**config.mk**
```make
export PLATFORM = sky130hd
export DESIGN_NAME = led_mode_ctrl
export DESIGN_NICKNAME = d
export VERILOG_FILES = /design/src/rtl/led_ctrl_pkg.sv /design/src/rtl/key_debounce.sv /design/src/rtl/led_mode_ctrl.sv
export SDC_FILE = /design/constraint.sdc
export NUM_CORES = 1
export LEC_CHECK = 0
export BUFFER_PORTS_ARGS = -buffer_cell sky130_fd_sc_hd__buf_2
export CAP_MARGIN = 20
export CORE_ASPECT_RATIO = 1.4
export CORE_UTILIZATION = 25
export DETAILED_ROUTE_END_ITERATION = 16
export SYNTH_ARGS = -nofsm -noshare
export SYNTH_HDL_FRONTEND = slang
export SYNTH_SLANG_ARGS = --single-unit
```
**constraint.sdc**
```tcl
create_clock -name CLK -period 5.7 [get_ports CLK]
set_clock_uncertainty 0.2 [all_clocks]
set_input_delay 1.14 -clock CLK [delete_from_list [all_inputs] [get_ports CLK]]
set_output_delay 1.14 -clock CLK [all_outputs]
set_load 0.05 [all_outputs]
```
**src/rtl/led_ctrl_pkg.sv**
```systemverilog
// Shared types and constants for the LED mode controller.
// Mode encoding matches the MODE output (0..3).
package led_ctrl_pkg;

   typedef enum logic [1:0] {
      WAIT_LOCK = 2'd0,
      COUNT     = 2'd1,
      BOUNCE    = 2'd2,
      ACTIVITY  = 2'd3
   } mode_e;

   localparam logic [7:0] LED_BLINK_INIT = 8'hAA;
   localparam logic [7:0] BOUNCE_INIT    = 8'h01;
   localparam logic [7:0] BOUNCE_TOP     = 8'h80;

endpackage

```
**src/rtl/key_debounce.sv**
```systemverilog
// Push-button synchroniser + debouncer with a 1-cycle press pulse.
// Ports: clk, rst_n (async, low), key_n (raw, low=pressed), press (pulse).
module key_debounce #(
   parameter int DEBOUNCE_CYC = 500_000
) (
   input  logic clk,
   input  logic rst_n,
   input  logic key_n,
   output logic press
);

   localparam int CW = (DEBOUNCE_CYC > 2) ? $clog2(DEBOUNCE_CYC) : 1;
   localparam logic [CW-1:0] LAST = CW'(DEBOUNCE_CYC - 1);

   logic [1:0]    sync;
   logic          key_s;
   logic          level;
   logic [CW-1:0] cnt;

   assign key_s = sync[1];

   // cnt holds how many consecutive cycles key_s has differed from the
   // accepted level; the level flips on the cycle that completes the run.
   always_ff @(posedge clk or negedge rst_n) begin
      if (!rst_n) begin
         sync  <= 2'b11;
         level <= 1'b1;
         cnt   <= '0;
         press <= 1'b0;
      end else begin
         sync  <= {sync[0], key_n};
         press <= 1'b0;
         if (key_s == level) begin
            cnt <= '0;
         end else if (cnt == LAST) begin
            cnt   <= '0;
            level <= key_s;
            press <= ~key_s;
         end else begin
            cnt <= cnt + CW'(1);
         end
      end
   end

endmodule

```
**src/rtl/led_mode_ctrl.sv**
```systemverilog
// Four-mode LED bank controller: lock-wait blink, counter, bounce, rx history.
// Ports: CLK, RST_N (async, low), LOCK, KEY_N, RX_ACT (async in), LED[7:0], MODE[1:0].
module led_mode_ctrl
   import led_ctrl_pkg::*;
#(
   parameter int TICK_DIV     = 4_000_000,
   parameter int DEBOUNCE_CYC = 500_000
) (
   input  logic       CLK,
   input  logic       RST_N,
   input  logic       LOCK,
   input  logic       KEY_N,
   input  logic       RX_ACT,
   output logic [7:0] LED,
   output logic [1:0] MODE
);

   localparam int TW = (TICK_DIV > 2) ? $clog2(TICK_DIV) : 1;
   localparam logic [TW-1:0] TLAST = TW'(TICK_DIV - 1);

   logic [1:0]    lock_sync;
   logic [1:0]    rx_sync;
   logic          lock_s;
   logic          rx_s;
   logic          press;
   logic [TW-1:0] tcnt;
   logic          tick;
   logic [7:0]    cnt8;
   mode_e         mode;
   mode_e         mode_nxt;
   logic [7:0]    led_nxt;
   logic          dir_up;
   logic          dir_nxt;
   logic          flag;
   logic          flag_nxt;
   logic [7:0]    up_val;
   logic [7:0]    dn_val;

   assign lock_s = lock_sync[1];
   assign rx_s   = rx_sync[1];
   assign tick   = (tcnt == TLAST);
   assign MODE   = mode;
   assign up_val = {LED[6:0], 1'b0};
   assign dn_val = {1'b0, LED[7:1]};

   key_debounce #(
      .DEBOUNCE_CYC(DEBOUNCE_CYC)
   ) u_key (
      .clk  (CLK),
      .rst_n(RST_N),
      .key_n(KEY_N),
      .press(press)
   );

   always_ff @(posedge CLK or negedge RST_N) begin
      if (!RST_N) begin
         lock_sync <= 2'b00;
         rx_sync   <= 2'b00;
         tcnt      <= '0;
         cnt8      <= 8'h00;
      end else begin
         lock_sync <= {lock_sync[0], LOCK};
         rx_sync   <= {rx_sync[0], RX_ACT};
         tcnt      <= tick ? '0 : tcnt + TW'(1);
         if (tick) cnt8 <= cnt8 + 8'd1;
      end
   end

   // Lock loss wins over a press in the same cycle.
   always_comb begin
      mode_nxt = mode;
      unique case (mode)
         WAIT_LOCK: if (lock_s) mode_nxt = COUNT;
         COUNT: begin
            if (!lock_s)    mode_nxt = WAIT_LOCK;
            else if (press) mode_nxt = BOUNCE;
         end
         BOUNCE: begin
            if (!lock_s)    mode_nxt = WAIT_LOCK;
            else if (press) mode_nxt = ACTIVITY;
         end
         ACTIVITY: begin
            if (!lock_s)    mode_nxt = WAIT_LOCK;
            else if (press) mode_nxt = COUNT;
         end
      endcase
   end

   // A mode entry loads the entry value and swallows a coincident tick.
   always_comb begin
      led_nxt  = LED;
      dir_nxt  = dir_up;
      flag_nxt = flag;
      if (mode_nxt != mode) begin
         unique case (mode_nxt)
            WAIT_LOCK: led_nxt = LED_BLINK_INIT;
            COUNT:     led_nxt = cnt8;
            BOUNCE: begin
               led_nxt = BOUNCE_INIT;
               dir_nxt = 1'b1;
            end
            ACTIVITY: begin
               led_nxt  = 8'h00;
               flag_nxt = 1'b0;
            end
         endcase
      end else begin
         unique case (mode)
            WAIT_LOCK: if (tick) led_nxt = ~LED;
            COUNT:     led_nxt = cnt8;
            BOUNCE: begin
               if (tick) begin
                  if (dir_up) begin
                     led_nxt = up_val;
                     if (up_val == BOUNCE_TOP) dir_nxt = 1'b0;
                  end else begin
                     led_nxt = dn_val;
                     if (dn_val == BOUNCE_INIT) dir_nxt = 1'b1;
                  end
               end
            end
            ACTIVITY: begin
               if (tick) begin
                  led_nxt  = {LED[6:0], flag | rx_s};
                  flag_nxt = 1'b0;
               end else if (rx_s) begin
                  flag_nxt = 1'b1;
               end
            end
         endcase
      end
   end

   always_ff @(posedge CLK or negedge RST_N) begin
      if (!RST_N) begin
         mode   <= WAIT_LOCK;
         LED    <= LED_BLINK_INIT;
         dir_up <= 1'b1;
         flag   <= 1'b0;
      end else begin
         mode   <= mode_nxt;
         LED    <= led_nxt;
         dir_up <= dir_nxt;
         flag   <= flag_nxt;
      end
   end

endmodule
```
==> results.ini <==
[run_status]
status = finished, final reports clean

[setup_path]
worstRegToRegCells = 4
path_max_fanout = 27
critical_path.n_buffers_inverters = 1
critPathCapture = MODE[1]
reg2reg_setup_slack_ns = 3.03
crit_path_top_delay_cell = sky130_fd_sc_hd__dfrtp_1
critical_path_arrival_ns = 1.57
critPathLaunch = MODE[1]
worst_setup_path_category = reg2out
crit_path_end_kind = output pin
critical_path.startpoint_type = flip-flop
worst-endpoint-required_ns = 4.36
cpPeakStageDelay_ns = 0.84
worst_path_dominant_cell_family = flip-flops
worst_r2r_startpoint = MODE[1]
worstPathCellList = buf_2
cp.depth = 1
regToRegEndpoint = LED[4]

[yosys]
synth.area.top_cells = sky130_fd_sc_hd__dfrtp_1, sky130_fd_sc_hd__dfstp_2, sky130_fd_sc_hd__xnor2_1, sky130_fd_sc_hd__xor2_1, sky130_fd_sc_hd__nor2_1
yosys-top-cells-count = sky130_fd_sc_hd__dfrtp_1, sky130_fd_sc_hd__nor2_1, sky130_fd_sc_hd__nand2_1, sky130_fd_sc_hd__nand3_1, sky130_fd_sc_hd__xnor2_1
synth_warnings = 0
synth-edff-count = 0
synth_most_common_cell = sky130_fd_sc_hd__dfrtp_1
synth-seq-area-share_pct = 47.7
synth-async-reset-ratio_pct = 100
synthesis.area_per_instance_um2 = 10.1
synthDominantAreaCellType = sky130_fd_sc_hd__dfrtp_1
ys_seq_elements = 69
post_synth_inst_count = 361
synth_cell_type_count = 52
mappedNetlistArea_um2 = 3640
mappedNetlistNets = 369
synth_flop_cell = sky130_fd_sc_hd__dfrtp_1
synth_largest_type_area_fraction_pct = 41.9

[cts]
post_cts_resized = 0
cts_tree = done
clock_sink_count = 69
cts_buffer_depth = 2
htree_levels = 3
ctsRootBufferMaster = sky130_fd_sc_hd__clkbuf_16
cts_made_buffers = 9
clk_pin_slew_ns = 0.06
post_cts_hold_buffer_count = 0
post-cts-setup-buffers = 0
worst_skew_pair.late_latency_ns = 0.33

[floorplanning]
initial_utilization_pct = 25.9
placementRows = 51
design.portCount = 15
design.core.area_um2 = 14000
die_w_um = 104
die_area_um2 = 15100
die_h_um = 145

[drt]
wl_per_cell_um = 14.1
drt_first_pass_iters = 4
via_per_inst = 4.93
drc_errors = 0
dr.first_iter.drc_count = 154
routed_wirelength_um = 8010
via_count = 2793
detail-route-antenna-nets = 0

[placement]
detailed_placer_s_ending_hpwl_um = 5590
finalWeightedCongestion = 0.847
portBuffers = 14
placed_area_um2 = 3910

[cells_and_area]
diodes = 0
area_growth_syn_to_layout_pct = 15.5
final-seq-area_um2 = 1740
finish.instance_area_um2 = 4210
final_layout_size_suffix_gt1_share_pct = 16.2
design.final.nets = 385
fillerInstances = 1460
area_taken_by_multi_input_logic_gates_um2 = 1840

[sta]
period_minus_slack_ns = 2.91
total_negative_slack_ns = 0
grt_setup_unrepaired = no
finalHoldViolCount = 0
max_slew_margin_vs_limit_pct = 41.9
maxClockFrequency_ghz = 0.343
setup_viol = 0
slew_violations = 0
worstMarginPinSlew_ns = 0.871
hold_slack_ns = 0.146
final_min_period_over_clock_period_pct = 51.1

[global_routing]
gr-total-overflow = 0
grt_antenna_before_repair = 0
grt_start_max_net_pins = 70
grt_first_pass_wirelength_um = 13700
vias_in_the_first_global_route = 2839
global_route.usage.total_pct = 11.4

[pwr]
cellLeakagePower_nw = 1.73
cell_internal_pwr_w = 0.000868
vdd_drop_max_mv = 0.132
p_per_area_nw_per_um2 = 275
switching_share_pct = 24.9
power_frac_seq_pct = 45.1
share_clk_of_total_power_pct = 48.1
netSwitchingPower_w = 0.000289
power.share.combinational_pct = 6.8

[hold_path]
min_path_type = reg2reg

[run]
maxCapViolations = 0

==> power groups by stage <==
stage / registers, W / logic (W) / clock network, W
CTS: 0.000521 / 0.0000807 / 0.000570
global route: 0.000523 / 0.0000867 / 0.000592
floorplan: 0.000546 / 0.0000346 / 0
global placement: 0.000529 / 0.0000790 / 0
detailed placement: 0.000529 / 0.0000806 / 0
finish: 0.000521 / 0.0000792 / 0.000556
==> routing by layer <==
metal  vias up  routed length [um]  GRT usage, %
li1       1361                   -             -
met1      1385                3470          12.9
met2        38                4210          20.6
met3         9                 236          3.13
met4         0                  92          4.21
met5         -                   0             0
==> state kept, by name (all words and copies together), names as in the netlist <==
signal	cells
lock_sync	2
tcnt	22
dir_up	1
flag	1
u_key.press	1
u_key.cnt	19
MODE	2
u_key.sync	2
cnt8	8
u_key.level	1
LED	8
rx_sync	2
==> cell type report <==
type / instances / share of cell area, %
Tap cell: 185 / 5.50
Inverter: 6 / 0.536
Sequential cell: 69 / 41.3
Timing Repair Buffer: 15 / 1.84
Clock buffer: 9 / 5.36
Multi-Input combinational cell: 276 / 43.7
Clock inverter: 7 / 1.76
==> cells in the final DEF, fill, tap and decap left out, drive strengths merged, types with 9 or more instances in the layout <==
cell type  count
dfrtp         61
nor2          30
nand2         25
nand3         20
xnor2         19
xor2          16
o21ai         16
buf           15
nand4         11
nor3          11
and4          10
a21oi         10
nor2b         10
nor4           9
mux2           9
clkbuf         9
==> cell families (layout without fill, tap and decap cells) <==
logic type	count (synthesis)	in the layout	synth area share [%]
AOI/OAI and AO/OA	58	58	10.8
xor gates and xnor gates	35	35	8.42
adders and majority gates	3	3	1.03
buffers and inverters	16	37	1.85
DFF	69	69	47.7
muxes	17	17	4.98
and+or+nand+nor	163	163	25.2
==> how the worst min path moves through the flow <==
stage | slack [ns] | startpoint | cells past startpoint | to
floorplan | 0.13 | lock_sync[0] | 0 | lock_sync[1]
global placement | 0.14 | lock_sync[0] | 0 | lock_sync[1]
detailed placement | 0.14 | rx_sync[0] | 0 | rx_sync[1]
CTS | 0.15 | rx_sync[0] | 0 | rx_sync[1]
global route | 0.15 | u_key.sync[0] | 0 | u_key.sync[1]
finish | 0.15 | rx_sync[0] | 0 | rx_sync[1]
==> per-stage QoR <==
step | std cells | power [W] | setup WS (ns) | utilization, %
after CTS | 567 | 0.00117 | 2.80 | 30.0
final | 567 | 0.00116 | 2.79 | 30.0
after detailed placement | 551 | 0.000610 | 3.07 | 27.8
after floorplan | 361 | 0.000581 | 3.38 | -
after global routing | 567 | 0.00120 | 2.69 | 30.0
after global placement | 551 | 0.000608 | 3.11 | 27.8
Note: power is estimated with default switching activity, not from simulation.
